**src/rtl/unified_mem_arbiter.sv**
```systemverilog
// Arbitrates one single-ported unified memory between the instruction-fetch
// port and the data (load/store) port. One access at a time is registered onto
// the memory bus; completion is signalled by a one-cycle valid pulse, and a
// memory that never answers is abandoned after TIMEOUT cycles with an err pulse.
module unified_mem_arbiter #(
  parameter int unsigned ADDR_W  = 32,
  parameter int unsigned DATA_W  = 32,
  parameter int unsigned TIMEOUT = 16
) (
  input  logic              clk,
  input  logic              rst,
  // Instruction-fetch port
  input  logic              if_req,
  input  logic [ADDR_W-1:0] if_addr,
  output logic [DATA_W-1:0] if_rdata,
  output logic              if_valid,
  // Data port
  input  logic              d_req,
  input  logic              d_we,
  input  logic [ADDR_W-1:0] d_addr,
  input  logic [DATA_W-1:0] d_wdata,
  input  logic [2:0]        d_func3,
  output logic [DATA_W-1:0] d_rdata,
  output logic              d_valid,
  // Memory bus
  output logic              mem_req,
  output logic              mem_we,
  output logic [ADDR_W-1:0] mem_addr,
  output logic [DATA_W-1:0] mem_wdata,
  output logic [2:0]        mem_func3,
  input  logic [DATA_W-1:0] mem_rdata,
  input  logic              mem_ready,
  // Core control
  output logic              stall,
  output logic              err
);

  // Counter only needs to reach TIMEOUT-1; TIMEOUT >= 2 keeps CntW >= 1.
  localparam int unsigned CntW = (TIMEOUT > 2) ? $clog2(TIMEOUT) : 1;
  localparam logic [CntW-1:0] CntLast = CntW'(TIMEOUT - 1);

  // Fetches are always full-word accesses.
  localparam logic [2:0] Func3Word = 3'b010;

  typedef enum logic [1:0] {
    StIdle   = 2'd0,
    StServeD = 2'd1,
    StServeI = 2'd2
  } state_e;

  state_e            state_q, state_d;
  logic [CntW-1:0]   cnt_q, cnt_d;
  logic              we_q, we_d;
  logic [ADDR_W-1:0] addr_q, addr_d;
  logic [DATA_W-1:0] wdata_q, wdata_d;
  logic [2:0]        func3_q, func3_d;
  logic [DATA_W-1:0] if_rdata_q, if_rdata_d;
  logic [DATA_W-1:0] d_rdata_q, d_rdata_d;
  logic              if_valid_q, if_valid_d;
  logic              d_valid_q, d_valid_d;
  logic              err_q, err_d;

  logic serving_d;
  logic d_grant;
  logic if_grant;

  // A port whose valid is high this cycle is still holding its old request,
  // so that request must not be granted a second time.
  assign d_grant   = d_req & ~d_valid_q;
  assign if_grant  = if_req & ~if_valid_q;
  assign serving_d = (state_q == StServeD);

  // Next-state logic: grant in idle, wait for ready or timeout while serving.
  always_comb begin
    state_d    = state_q;
    cnt_d      = cnt_q;
    we_d       = we_q;
    addr_d     = addr_q;
    wdata_d    = wdata_q;
    func3_d    = func3_q;
    if_rdata_d = if_rdata_q;
    d_rdata_d  = d_rdata_q;
    if_valid_d = 1'b0;
    d_valid_d  = 1'b0;
    err_d      = 1'b0;

    unique case (state_q)
      StIdle: begin
        // Data first: it belongs to an older instruction than the fetch.
        if (d_grant) begin
          state_d = StServeD;
          cnt_d   = '0;
          we_d    = d_we;
          addr_d  = d_addr;
          wdata_d = d_wdata;
          func3_d = d_func3;
        end else if (if_grant) begin
          state_d = StServeI;
          cnt_d   = '0;
          we_d    = 1'b0;
          addr_d  = if_addr;
          func3_d = Func3Word;
        end
      end

      StServeD, StServeI: begin
        if (mem_ready) begin
          state_d = StIdle;
          if (serving_d) begin
            d_valid_d = 1'b1;
            if (!we_q) begin
              d_rdata_d = mem_rdata;
            end
          end else begin
            if_valid_d = 1'b1;
            if_rdata_d = mem_rdata;
          end
        end else if (cnt_q == CntLast) begin
          // Memory never answered: release the requester with zero data.
          state_d = StIdle;
          err_d   = 1'b1;
          if (serving_d) begin
            d_valid_d = 1'b1;
            d_rdata_d = '0;
          end else begin
            if_valid_d = 1'b1;
            if_rdata_d = '0;
          end
        end else begin
          cnt_d = cnt_q + CntW'(1);
        end
      end

      default: begin
        state_d = StIdle;
      end
    endcase
  end

  // State and bus registers with synchronous reset.
  always_ff @(posedge clk) begin
    if (rst) begin
      state_q    <= StIdle;
      cnt_q      <= '0;
      we_q       <= 1'b0;
      addr_q     <= '0;
      wdata_q    <= '0;
      func3_q    <= '0;
      if_rdata_q <= '0;
      d_rdata_q  <= '0;
      if_valid_q <= 1'b0;
      d_valid_q  <= 1'b0;
      err_q      <= 1'b0;
    end else begin
      state_q    <= state_d;
      cnt_q      <= cnt_d;
      we_q       <= we_d;
      addr_q     <= addr_d;
      wdata_q    <= wdata_d;
      func3_q    <= func3_d;
      if_rdata_q <= if_rdata_d;
      d_rdata_q  <= d_rdata_d;
      if_valid_q <= if_valid_d;
      d_valid_q  <= d_valid_d;
      err_q      <= err_d;
    end
  end

  // Output drive: bus fields come straight from the latched request.
  always_comb begin
    mem_req   = (state_q != StIdle);
    mem_we    = serving_d & we_q;
    mem_addr  = addr_q;
    mem_wdata = wdata_q;
    mem_func3 = func3_q;
    if_rdata  = if_rdata_q;
    d_rdata   = d_rdata_q;
    if_valid  = if_valid_q;
    d_valid   = d_valid_q;
    err       = err_q;
    stall     = (if_req & ~if_valid_q) | (d_req & ~d_valid_q);
  end

endmodule

```
**config.mk**
```make
export PLATFORM = sky130hd
export DESIGN_NAME = unified_mem_arbiter
export DESIGN_NICKNAME = d
export VERILOG_FILES = /design/src/rtl/unified_mem_arbiter.sv
export SDC_FILE = /design/constraint.sdc
export NUM_CORES = 1
export LEC_CHECK = 0
export ABC_AREA = 1
export BUFFER_PORTS_ARGS = -buffer_cell sky130_fd_sc_hd__clkbuf_2
export CORE_ASPECT_RATIO = 0.7
export CORE_MARGIN = 8
export CORE_UTILIZATION = 47
export CTS_CLUSTER_SIZE = 25
export DETAILED_ROUTE_END_ITERATION = 7
export PLACE_DENSITY = 0.81
export REMOVE_ABC_BUFFERS = 1
export SLEW_MARGIN = 20
export SYNTH_ARGS = -nofsm -noshare
export SYNTH_HDL_FRONTEND = slang
export SYNTH_SLANG_ARGS = --single-unit
```
**constraint.sdc**
```tcl
create_clock -name clk -period 1.6 [get_ports clk]
set_input_delay 0.16 -clock clk [delete_from_list [all_inputs] [get_ports clk]]
set_output_delay 0.16 -clock clk [all_outputs]
set_load 0.01 [all_outputs]
```
==> metrics.log, run 1 <==
[metrics] outcome: complete, no violations
[metrics] final clock period utilization by the worst path: 97.0%
[metrics] average size of a mapped cell: 7.27 um^2
[metrics] Fin. Hold Viols: 0
[metrics] Routed Wire Length: 20.0 mm
[metrics] Worst Tran Pin Value: 404 ps
[metrics] first-pass GRT wire length: 30.7 mm
[metrics] ratio of total power to cell area: 1200 nW/um^2
[metrics] die area: 16,200 um^2
[metrics] pin count of the biggest net entering global routing: 88
[metrics] detailed-routing iteration count for the pre-antenna-repair pass: 5
[metrics] ys flop type: dfxtp_1
[metrics] die width: 149 um
[metrics] arrival time worst endpoint: 1880 ps
[metrics] clock latency on the worst-skew pair: 410 ps
[metrics] Die Span Y: 109 um
[metrics] proportion of total power due to net switching: 29.2%
[metrics] final setup vio count: 0
[metrics] setup slack of the worst register-to-register path: 50 ps
[metrics] number of instances in the synthesized netlist: 799
[metrics] type of the tightest min-delay check: in2reg
[metrics] remaining global-route overflow: 0
[metrics] critical hold path startpoint: d_func3[1]
[metrics] number of warning messages in the yosys log: 0
[metrics] number of design rule violations left after detail routing: 0
[metrics] Inserted Clock Buffers: 17
[metrics] clock period minus final worst setup slack: 1550 ps
[metrics] clock root cell: clkbuf_16
[metrics] kind of start point of the critical path: flip-flop
[metrics] endpoint of the most critical setup path: state_q[0]
[metrics] deepest clock path buffer count: 2
[metrics] most prevalent standard cell on the critical path: nand2_1
[metrics] critical path's largest stage delay: 420 ps
[metrics] via/cell ratio: 5.00
[metrics] Layout Area Growth over Synthesis: 45.3%
[metrics] portion of synthesized cell area occupied by the leading cell type: 48.6%
[metrics] combinational group share of total power: 20.0%
[metrics] violation count after the first detailed-routing iteration: 445
[metrics] R2R depth: 7
[metrics] final-report max-slew violation count: 0
[metrics] critical path startpoint: state_q[0]
[metrics] nets: 1,236
[metrics] share of the core filled with cells in the final layout: 68.9%
[metrics] Seq cells post-synth: 141
[metrics] combined global-route utilization of all metal layers: 23.4%
[metrics] Clock power frac: 40.3%
[metrics] via count: 6,361
[metrics] Slew headroom: 73.1%
[metrics] Req. time, crit path: 1920 ps
[metrics] CP cell instances: inv_1 -> ha_2 -> buf_4 -> nand2_1 -> nand2_1 -> nand2_1 -> a21oi_1
[metrics] PnR Total Power: 10,100 uW
[metrics] Final ANT Viol Nets: 0
[metrics] setup tns final: 0 ps
[metrics] routability congestion estimate: 0.830
[metrics] share of layout cells above drive strength 1: 31.6%
[metrics] IO Count: 274
[metrics] routed wire length per instance: 15.7 um
[metrics] FP Rows: 34
[metrics] critical path's slowest cell: ha_2
[metrics] net switching power: 2950 uW
[metrics] HPWL Detailed: 13.4 mm
[metrics] # fillers: 999
[metrics] Worst Hold Margin: 37.1 ps
[metrics] most used standard cells in the synthesized netlist: nand2_1 (177), a21oi_1 (167), dfxtp_1 (141)
[metrics] number of distinct library cell variants in the gate-level netlist after synthesis: 22
[metrics] Crit. End Element: flip-flop
[metrics] clock-pin slew on the worst setup and hold paths: 60 ps
[metrics] share of synthesized registers carrying an async set or reset: 0%
[metrics] number of antenna violations at the first check in global routing: 0
[metrics] Pleak: 0.00411 uW
[metrics] via count of the first global-routing pass: 6,140
[metrics] worst reg2reg endpoint: state_q[0]
[metrics] VDD IR-drop max: 0.000783 V
[metrics] CTS H-tree depth: 4
[metrics] portion of the post-synthesis area used by sequential elements: 48.6%
[metrics] leading cell type by number of instances after synthesis: nand2_1
[metrics] Max Clk Rate: 644 MHz
[metrics] max-capacitance violation count: 0
[metrics] internal power summed over all cells: 7160 uW
[metrics] sequential group share of total power: 39.7%
[metrics] quantity of I/O buffers inserted on ports: 273
[metrics] core area: 12,300 um^2
[metrics] CTS sink count: 141
[metrics] dominant cells by area after synthesis: dfxtp_1 (49%), a21oi_1 (14%), nand2_1 (11%), inv_1 (6.0%), nand3_1 (3.1%)
[metrics] CP Class: reg2reg
[metrics] Critical R2R Launch: state_q[0]
[metrics] cell taking the most area after synthesis: dfxtp_1
[metrics] Layout Skew: 10.6 ps
[metrics] effective utilization at floorplan: 47.4%
[metrics] CTS tree: done
[metrics] post-synth design cell area: 5810 um^2
[metrics] largest fanout on the critical path: 8
[metrics] Post-synth EDFFs: 0
[power by group through the flow]
stage | clock network (uW) | logic (uW) | registers [uW]
finish | 4070 | 2020 | 4020
global route | 4300 | 2230 | 4050
CTS | 4120 | 1950 | 4000
detailed placement | 0 | 1850 | 4070
global placement | 0 | 1830 | 4060
floorplan | 0 | 802 | 4190
[kinds of logic after synthesis]
kind of cell,count (synthesis),share of synthesized area (%)
flip-flops,141,48.6
buffers and inverters,154,11.2
AND/OR/NAND/NOR,283,20.7
AO/OA/AOI/OAI,218,18.8
adder cells (fa/ha/maj),3,0.646
[sequential cells by signal (all words and copies together) (netlist names)]
| register | flops |
|---|---|
| err | 1 |
| d_valid | 1 |
| if_valid | 1 |
| mem_addr | 32 |
| d_rdata | 32 |
| mem_func3 | 3 |
| if_rdata | 32 |
| mem_wdata | 32 |
| cnt_q | 4 |
| we_q | 1 |
| state_q | 2 |
[layer usage]
layer	track usage, %	part of all wire, %	up-vias
met4	7.04	1.6	0
met1	27.2	40	2874
met2	40.7	49	293
met5	0	0	-
li1	-	-	3169
met3	7.88	9.2	25
[worst max-delay path: cells and delay by family, from the launching register on]
family                   cells  cell delay, ps
AO/OA/AOI/OAI                1             150
AND/OR/NAND/NOR              3             280
flip-flops                   1             370
buffers and inverters        2             250
adder cells (fa/ha/maj)      1             420
[cell usage in the layout, fill, tap and decap left out, types with 3 or more instances in the layout]
master / instances
inv_6: 5
inv_1: 92
nand2_1: 177
dfxtp_1: 139
dlygate4sd3_1: 35
clkbuf_16: 18
nor2_1: 42
nand4_1: 17
nand3_1: 36
clkinvlp_4: 3
a21oi_1: 167
inv_2: 3
o21ai_0: 19
o21ai_1: 30
clkbuf_2: 272
buf_12: 8
bufinv_16: 3
buf_4: 18
[layout make-up]
class	instances	area, um^2	share of cell area, %
Sequential cell	141	2830	33.5
Multi-Input combinational cell	504	2390	28.3
Timing Repair Buffer	336	2050	24.3
Clock buffer	18	429	5.09
Inverter	96	360	4.27
Tap cell	162	203	2.40
Clock inverter	14	181	2.15
Antenna cell	1	2.50	0.0297
[timing repair]
item,4_1_cts,5_1_grt
hold endpoints to repair,35,0
pin swaps,1,2
resized for setup,5,20
setup buffers,0,3
cloned,0,1
endpoints found under the setup margin,8,40
hold buffers,35,0
[how the worst min path moves through the flow]
stage | to | slack [ps] | depth (start not counted)
2_1_floorplan | cnt_q[2] | 230 | 1
3_3_place_gp | mem_wdata[10] | 390 | 3
3_5_place_dp | mem_wdata[24] | 400 | 3
4_1_cts | mem_func3[1] | 30 | 3
5_1_grt | mem_func3[1] | 60 | 3
6_report | mem_func3[1] | 40 | 3
[metrics by stage]
step / setup slack, ps / instance area [um^2] / std cells
6_report: 47.8 / 8440 / 1272
5_1_grt: -35.5 / 8440 / 1271
4_1_cts: -5.29 / 8340 / 1267
3_5_place_dp: -13.9 / 7360 / 1200
3_3_place_gp: 68.5 / 7360 / 1200
2_1_floorplan: -530 / 5510 / 741
No activity file was read; power rests on OpenSTA's default activity.
==> run 2, diff against run 1 <==
--- a/config.mk
+++ b/config.mk
@@ -9,10 +9,10 @@
 export BUFFER_PORTS_ARGS = -buffer_cell sky130_fd_sc_hd__clkbuf_2
 export CORE_ASPECT_RATIO = 0.7
 export CORE_MARGIN = 8
-export CORE_UTILIZATION = 47
+export CORE_UTILIZATION = 49
 export CTS_CLUSTER_SIZE = 25
 export DETAILED_ROUTE_END_ITERATION = 7
-export PLACE_DENSITY = 0.81
+export PLACE_DENSITY = 0.84
 export REMOVE_ABC_BUFFERS = 1
 export SLEW_MARGIN = 20
 export SYNTH_ARGS = -nofsm -noshare
==> constraint.sdc (replaced) <==
create_clock -name clk -period 1.9 [get_ports clk]
set_input_delay 0.19 -clock clk [delete_from_list [all_inputs] [get_ports clk]]
set_output_delay 0.19 -clock clk [all_outputs]
set_load 0.01 [all_outputs]
==> run 2 against run 1 <==
Net effect:
- non-clock buffer count fell by 29
- combinational power is 24% lower
- critical path depth rose by 1
- power down 18%
- count of clock-buffer cells in the layout increased by 1
- maximum frequency down 10%
- global-route usage is 0.71 points lower
- routed wire length down 8.1%
- cell area is 4.9% lower
- critical path type unchanged
==> metrics.log, run 2 (synthesis results as in run 1) <==
[metrics] Hold Path Sink: mem_wdata[15] (was mem_func3[1])
[metrics] die area: 15,600 um^2 (was 16,200 um^2)
[metrics] via/cell ratio: 4.91 (was 5.00)
[metrics] number of design rule violations left after detail routing: 0 (unchanged)
[metrics] FP Rows: 33 (was 34)
[metrics] arrival time worst endpoint: 2060 ps (was 1880 ps)
[metrics] largest fanout on the critical path: 53 (was 8)
[metrics] first-pass GRT wire length: 29.2 mm (was 30.7 mm)
[metrics] detailed-routing iteration count for the pre-antenna-repair pass: 5 (unchanged)
[metrics] CP Class: reg2reg (unchanged)
[metrics] outcome: complete, no violations (unchanged)
[metrics] number of instances in the placed design: 1,190 (was 1,200)
[metrics] critical hold path startpoint: d_wdata[15] (was d_func3[1])
[metrics] quantity of I/O buffers inserted on ports: 273 (unchanged)
[metrics] effective utilization at floorplan: 49.9% (was 47.4%)
[metrics] CTS sink count: 141 (unchanged)
[metrics] CTS H-tree depth: 4 (unchanged)
[metrics] via count of the first global-routing pass: 5,839 (was 6,140)
[metrics] HPWL Detailed: 13.1 mm (was 13.4 mm)
[metrics] nets: 1,207 (was 1,236)
[metrics] Routed Wire Length: 18.4 mm (was 20.0 mm)
[metrics] number of inserted diodes: 0 (was 1)
[metrics] Final ANT Viol Nets: 0 (unchanged)
[metrics] Fin. Hold Viols: 0 (unchanged)
[metrics] Req. time, crit path: 2230 ps (was 1920 ps)
[metrics] routed wire length per instance: 14.9 um (was 15.7 um)
[metrics] kind of start point of the critical path: flip-flop (unchanged)
[metrics] number of antenna violations at the first check in global routing: 1 (was 0)
[metrics] Critical R2R Launch: cnt_q[0] (was state_q[0])
[metrics] final-report max-slew violation count: 0 (unchanged)
[metrics] via count: 6,074 (was 6,361)
[metrics] Layout Skew: 13.4 ps (was 10.6 ps)
[metrics] clock-pin slew on the worst setup and hold paths: 60 ps (about the same)
[metrics] max-capacitance violation count: 0 (unchanged)
[metrics] Post-CTS Resized: 0 (was 5)
[metrics] setup repair after global routing missed its margin: false
[metrics] clock period minus final worst setup slack: 1730 ps (was 1550 ps)
[metrics] Layout Area Growth over Synthesis: 38.2% (was 45.3%)
[metrics] commonest cells after routing, fill and taps aside: clkbuf_2 (272), nand2_1 (177), a21oi_1 (167) (unchanged)
[metrics] final setup vio count: 0 (unchanged)
[metrics] Worst Tran Pin Value: 915 ps (was 404 ps)
[metrics] setup slack of the worst register-to-register path: 170 ps (was 50 ps)
[metrics] combined global-route utilization of all metal layers: 22.7% (was 23.4%)
[metrics] remaining global-route overflow: 0 (unchanged)
[metrics] Slew headroom: 39.0% (was 73.1%)
[metrics] deepest clock path buffer count: 2 (unchanged)
[metrics] routability congestion estimate: 0.810 (was 0.830)
[metrics] post-layout instance count excluding filler cells: 1,237 (was 1,272)
[metrics] die width: 146 um (was 149 um)
[metrics] Pleak: 0.00395 uW (was 0.00411 uW)
[metrics] Crit. End Element: flip-flop (unchanged)
[metrics] CTS tree: done (unchanged)
[metrics] Die Span Y: 107 um (was 109 um)
[metrics] Max Clk Rate: 579 MHz (was 644 MHz)
[metrics] clock latency on the worst-skew pair: 410 ps (about the same)
[metrics] share of layout cells above drive strength 1: 30.8% (was 31.6%)
[metrics] core area: 11,600 um^2 (was 12,300 um^2)
[metrics] Inserted Clock Buffers: 17 (unchanged)
[metrics] R2R depth: 8 (was 7)
[metrics] pin count of the biggest net entering global routing: 88 (unchanged)
[metrics] commonest non-fill, non-tap cell in the layout: clkbuf_2 (unchanged)
[metrics] IO Count: 274 (unchanged)
[metrics] worst reg2reg endpoint: d_rdata[27] (was state_q[0])
[metrics] violation count after the first detailed-routing iteration: 313 (was 445)
[metrics] clock root cell: clkbuf_16 (unchanged)
[metrics] ratio of total power to cell area: 1040 nW/um^2 (was 1200 nW/um^2)
[metrics] type of the tightest min-delay check: in2reg (unchanged)
[metrics] final clock period utilization by the worst path: 90.9% (was 97.0%)
[metrics] Worst Hold Path Cells: 3 (unchanged)
[metrics] VDD IR-drop max: 0.000639 V (was 0.000783 V)
[metrics] setup tns final: 0 ps (unchanged)
[metrics] PnR Total Power: 8320 uW (was 10,100 uW)
[metrics] # fillers: 994 (was 999)
==> run 2: cell types whose count changed in the layout (fill, tap and decap cells not counted), sizes merged <==
cell / delta
clkinv: +4
clkinvlp: -1
dlygate4sd3: -20
diode: -1
inv: -4
buf: -8
==> run 2: metrics by stage <==
stage	hold WS (ps)	util [%]	setup WS, ps	cell area, um^2
floorplan	259	-	-230	5510
global placement	422	62.4	214	7270
detailed placement	427	62.4	167	7270
CTS	0.141	68.9	154	8030
global route	1.41	68.9	40.7	8030
finish	9.72	68.9	174	8030
==> run 2: repair_timing <==
item | CTS | global route
hold buffers | 15 | 0
hold endpoints to repair | 15 | 0
setup endpoints to repair | 0 | 0
buffers inserted | 0 | 0
==> run 2: layout make-up <==
class,count,area [um^2],share of cell area (%)
well taps,157,196,2.45
repair buffers,307,1710,21.3
clock inverters,13,164,2.04
clock buffers,19,443,5.52
flip-flops and latches,141,2820,35.2
inverters,96,360,4.49
multi-input cells,504,2330,29.0
==> run 2: worst max-delay path by stage <==
| stage | endpoint | cells past startpoint | start | slack [ps] |
|---|---|---|---|---|
| 2_1_floorplan | cnt_q[0] | 9 | d_valid | -230 |
| 3_3_place_gp | d_rdata[31] | 8 | cnt_q[0] | 210 |
| 3_5_place_dp | d_rdata[27] | 8 | cnt_q[0] | 170 |
| 4_1_cts | d_rdata[27] | 8 | cnt_q[0] | 150 |
| 5_1_grt | d_rdata[27] | 8 | cnt_q[0] | 40 |
| 6_report | d_rdata[27] | 8 | cnt_q[0] | 170 |
==> run 2: critical path, cell delays in order (launching register included) <==
cell	delay, ps
dfxtp_1	330
ha_1	240
nand3_2	110
nand2_2	60
buf_4	170
nand3_4	50
buf_4	430
nand2_1	100
a21oi_1	150
==> run 2: layer usage <==
metal | track usage, % | vias to the layer above | routed length [um] | share of wire [%]
li1 | - | 3107 | - | -
met1 | 26.0 | 2704 | 7530 | 41
met2 | 38.3 | 232 | 8860 | 48
met3 | 9.55 | 29 | 1670 | 9.1
met4 | 7.11 | 2 | 325 | 1.8
met5 | 0 | - | 13 | 0.071
==> run 2: report_power, final <==
| part | leakage [uW] | switching [uW] | internal, uW |
|---|---|---|---|
| Combinational | 0.00251 | 927 | 618 |
| Sequential | 0.00115 | 149 | 3220 |
| Clock | 0.000294 | 1300 | 2110 |
==> run 3, diff against run 2 <==
--- a/config.mk
+++ b/config.mk
@@ -5,14 +5,13 @@
 export SDC_FILE = /design/constraint.sdc
 export NUM_CORES = 1
 export LEC_CHECK = 0
-export ABC_AREA = 1
 export BUFFER_PORTS_ARGS = -buffer_cell sky130_fd_sc_hd__clkbuf_2
 export CORE_ASPECT_RATIO = 0.7
 export CORE_MARGIN = 8
 export CORE_UTILIZATION = 49
 export CTS_CLUSTER_SIZE = 25
 export DETAILED_ROUTE_END_ITERATION = 7
-export PLACE_DENSITY = 0.84
+export PLACE_DENSITY = 0.86
 export REMOVE_ABC_BUFFERS = 1
 export SLEW_MARGIN = 20
 export SYNTH_ARGS = -nofsm -noshare
==> run 3 against run 2 <==
Net effect:
- clock skew fell by 3.3 ps
- critical path type unchanged
- routed wire length fell by 2.9%
- largest power group unchanged
- sequential share of layout area rose by 1.9 points
- critical path depth fell by 1
==> metrics.log, run 3 <==
[metrics] Crit. End Element: flip-flop (unchanged)
[metrics] nets: 1,054 (was 1,207)
[metrics] CP cell instances: inv_1 -> ha_1 -> inv_1 -> nor2_2 -> buf_4 -> nand2_1 -> a21oi_1 (was ha_1 -> nand3_2 -> nand2_2 -> buf_4 -> nand3_4 -> buf_4 -> nand2_1 -> a21oi_1)
[metrics] type of the tightest min-delay check: in2reg (unchanged)
[metrics] Req. time, crit path: 2220 ps (was 2230 ps)
[metrics] # fillers: 899 (was 994)
[metrics] clock-pin slew on the worst setup and hold paths: 60 ps (about the same)
[metrics] VDD IR-drop max: 0.000719 V (was 0.000639 V)
[metrics] number of distinct library cell variants in the gate-level netlist after synthesis: 35 (was 22)
[metrics] Layout Skew: 10.2 ps (was 13.4 ps)
[metrics] critical path's slowest cell: buf_4 (unchanged)
[metrics] commonest non-fill, non-tap cell in the layout: clkbuf_2 (unchanged)
[metrics] effective utilization at floorplan: 49.3% (was 49.9%)
[metrics] post-synth design cell area: 5330 um^2 (was 5810 um^2)
[metrics] Area after DPL: 6830 um^2 (was 7270 um^2)
[metrics] die width: 141 um (was 146 um)
[metrics] setup slack of the worst register-to-register path: 120 ps (was 170 ps)
[metrics] deepest clock path buffer count: 2 (unchanged)
[metrics] commonest cells after routing, fill and taps aside: clkbuf_2 (272), nand2_1 (164), dfxtp_1 (141) (was clkbuf_2 (272), nand2_1 (177), a21oi_1 (167))
[metrics] detailed-routing iteration count for the pre-antenna-repair pass: 5 (unchanged)
[metrics] setup repair after global routing missed its margin: false (unchanged)
[metrics] area fraction in and, or, nand and nor cells after synthesis: 23.0% (was 20.7%)
[metrics] largest fanout on the critical path: 32 (was 53)
[metrics] leading cell type by number of instances after synthesis: nand2_1 (unchanged)
[metrics] Pleak: 0.00349 uW (was 0.00395 uW)
[metrics] core area: 10,800 um^2 (was 11,600 um^2)
[metrics] synthesized-area fraction occupied by ao, oa, aoi and oai cells: 18.2% (was 18.8%)
[metrics] pin count of the biggest net entering global routing: 48 (was 88)
[metrics] dominant cells by area after synthesis: dfxtp_1 (53%), nand2_1 (12%), a21oi_1 (6.5%), a311oi_1 (5.3%), a22oi_1 (4.9%) (was dfxtp_1 (49%), a21oi_1 (14%), nand2_1 (11%), inv_1 (6.0%), nand3_1 (3.1%))
[metrics] via count: 5,673 (was 6,074)
[metrics] violation count after the first detailed-routing iteration: 331 (was 313)
[metrics] number of warning messages in the yosys log: 0 (unchanged)
[metrics] Max Clk Rate: 562 MHz (was 579 MHz)
[metrics] Setup WS pre-CTS: 107 ps (was 167 ps)
[metrics] share of synthesized registers carrying an async set or reset: 0% (unchanged)
[metrics] Slew headroom: 65.6% (was 39.0%)
[metrics] CTS tree: done (unchanged)
[metrics] cell taking the most area after synthesis: dfxtp_1 (unchanged)
[metrics] critical path's largest stage delay: 370 ps (was 430 ps)
[metrics] routability congestion estimate: 0.884 (was 0.810)
[metrics] clock root cell: clkbuf_16 (unchanged)
[metrics] Fin. Hold Viols: 0 (unchanged)
[metrics] routed wire length per instance: 16.8 um (was 14.9 um)
[metrics] IO Count: 274 (unchanged)
[metrics] Seq cells post-synth: 141 (unchanged)
[metrics] Final ANT Viol Nets: 0 (unchanged)
[metrics] share of layout cells above drive strength 1: 35.6% (was 30.8%)
[metrics] Post-synth EDFFs: 0 (unchanged)
[metrics] final clock period utilization by the worst path: 93.7% (was 90.9%)
[metrics] kind of start point of the critical path: flip-flop (unchanged)
[metrics] die area: 14,500 um^2 (was 15,600 um^2)
[metrics] area share of fa/ha/maj cells after synthesis: 0.705% (was 0.646%)
[metrics] first-pass GRT wire length: 27.8 mm (was 29.2 mm)
[metrics] Layout Area Growth over Synthesis: 43.1% (was 38.2%)
[metrics] clock period minus final worst setup slack: 1780 ps (was 1730 ps)
[metrics] number of antenna violations at the first check in global routing: 0 (was 1)
[metrics] Worst Tran Pin Value: 517 ps (was 915 ps)
[metrics] number of instances in the synthesized netlist: 643 (was 799)
[metrics] parity-gate share of the synthesized area counting xor and xnor cells: 0% (unchanged)
[metrics] portion of synthesized cell area occupied by the leading cell type: 53.0% (was 48.6%)
[metrics] portion of the post-synthesis area used by sequential elements: 53.0% (was 48.6%)
[metrics] arrival time worst endpoint: 2100 ps (was 2060 ps)
[metrics] max-capacitance violation count: 0 (unchanged)
[metrics] main combinational cell family by area after synthesis: simple AND/OR/NAND/NOR gates (unchanged)
[metrics] FP Rows: 32 (was 33)
[metrics] setup tns final: 0 ps (unchanged)
[metrics] via/cell ratio: 5.34 (was 4.91)
[metrics] ys flop type: dfxtp_1 (unchanged)
[metrics] number of design rule violations left after detail routing: 0 (unchanged)
[metrics] most used standard cells in the synthesized netlist: nand2_1 (164), dfxtp_1 (141), nor2_1 (70) (was nand2_1 (177), a21oi_1 (167), dfxtp_1 (141))
[metrics] final setup vio count: 0 (unchanged)
[metrics] final-report max-slew violation count: 0 (unchanged)
[metrics] outcome: complete, no violations (unchanged)
[metrics] via count of the first global-routing pass: 5,555 (was 5,839)
[metrics] clock latency on the worst-skew pair: 410 ps (about the same)
[metrics] HPWL Detailed: 12.7 mm (was 13.1 mm)
[metrics] most prevalent standard cell on the critical path: inv_1 (was buf_4)
[metrics] Routed Wire Length: 17.9 mm (was 18.4 mm)
[metrics] buffers inserted during post-CTS setup optimization: 0 (unchanged)
[metrics] quantity of I/O buffers inserted on ports: 273 (unchanged)
[metrics] number of inserted diodes: 0 (unchanged)
[metrics] average size of a mapped cell: 8.28 um^2 (was 7.27 um^2)
[metrics] portion of netlist area occupied by mux cells: 0.188% (was 0%)
[metrics] Inserted Clock Buffers: 17 (unchanged)
[metrics] Worst Setup Slack, final: 120 ps (was 174 ps)
[metrics] ratio of total power to cell area: 1060 nW/um^2 (was 1040 nW/um^2)
[metrics] remaining global-route overflow: 0 (unchanged)
[metrics] combined global-route utilization of all metal layers: 23.8% (was 22.7%)
[metrics] cell area after layout: 7620 um^2 (was 8030 um^2)
[metrics] CTS sink count: 141 (unchanged)
[metrics] CP Class: reg2reg (unchanged)
[metrics] Die Span Y: 103 um (was 107 um)
[metrics] CTS H-tree depth: 4 (unchanged)
[run 3: path summary, 6_finish.rpt]
| check | start | endpoint | depth (start not counted) |
|---|---|---|---|
| worst min register to register | if_rdata[29] | if_rdata[29] | 2 |
| worst max-delay path | state_q[0] | mem_wdata[23] | 7 |
| worst min-delay path | d_wdata[1] | mem_wdata[1] | 3 |
| worst max register to register | state_q[0] | mem_wdata[23] | 7 |
[run 3: timing repair]
| action | in CTS | in global routing |
|---|---|---|
| hold buffers | 17 | 0 |
| setup endpoints to repair | 0 | 1 |
| resized for setup | 0 | 1 |
| endpoints found under the hold margin | 17 | 0 |
[run 3: logic make-up after synthesis]
group,count (synthesis)
AO/OA/AOI/OAI,147
AND/OR/NAND/NOR,292
adder cells (fa/ha/maj),3
buffers and inverters,59
flip-flops,141
multiplexers,1
[run 3: per-stage QoR]
step | utilization [%] | total power, uW | hold WS [ps] | std cells
floorplan | - | 4000 | 259 | 587
global placement | 63.2 | 4670 | 411 | 1014
detailed placement | 63.2 | 4700 | 419 | 1014
CTS | 70.4 | 8110 | 1.85 | 1063
global route | 70.5 | 8430 | 11.6 | 1063
finish | 70.5 | 8080 | 8.63 | 1063
[run 3: area by class of cell]
class                           count  area (um^2)  area share [%]
Multi-Input combinational cell    443         2260            29.6
Clock inverter                     12          160            2.10
Clock buffer                       20          457            5.99
Timing Repair Buffer              308         1740            22.8
Sequential cell                   141         2820            37.1
Inverter                            3         11.3           0.148
Tap cell                          136          170            2.23
[run 3: power breakdown]
part	internal (uW)	leakage [uW]	total (uW)	switching (uW)
Clock	2140	0.000289	3400	1250
Combinational	563	0.00205	1370	811
Sequential	3190	0.00115	3310	119
Total	5890	0.00349	8080	2180
[run 3: critical path, delay by kind of cell (launching register included)]
family                     cells  cell delay (ps)
buffers and inverters          3              580
and+or+nand+nor                2              360
DFF                            1              330
adders and majority gates      1              220
AOI/OAI and AO/OA              1              200
[run 3: routing by layer]
layer / wire length [um] / global-route usage, % / share of wire (%)
met4: 531 / 10.7 / 3.0
met1: 7240 / 27.1 / 41
met3: 1450 / 7.98 / 8.1
met2: 8640 / 40.5 / 48
met5: 0 / 0 / 0
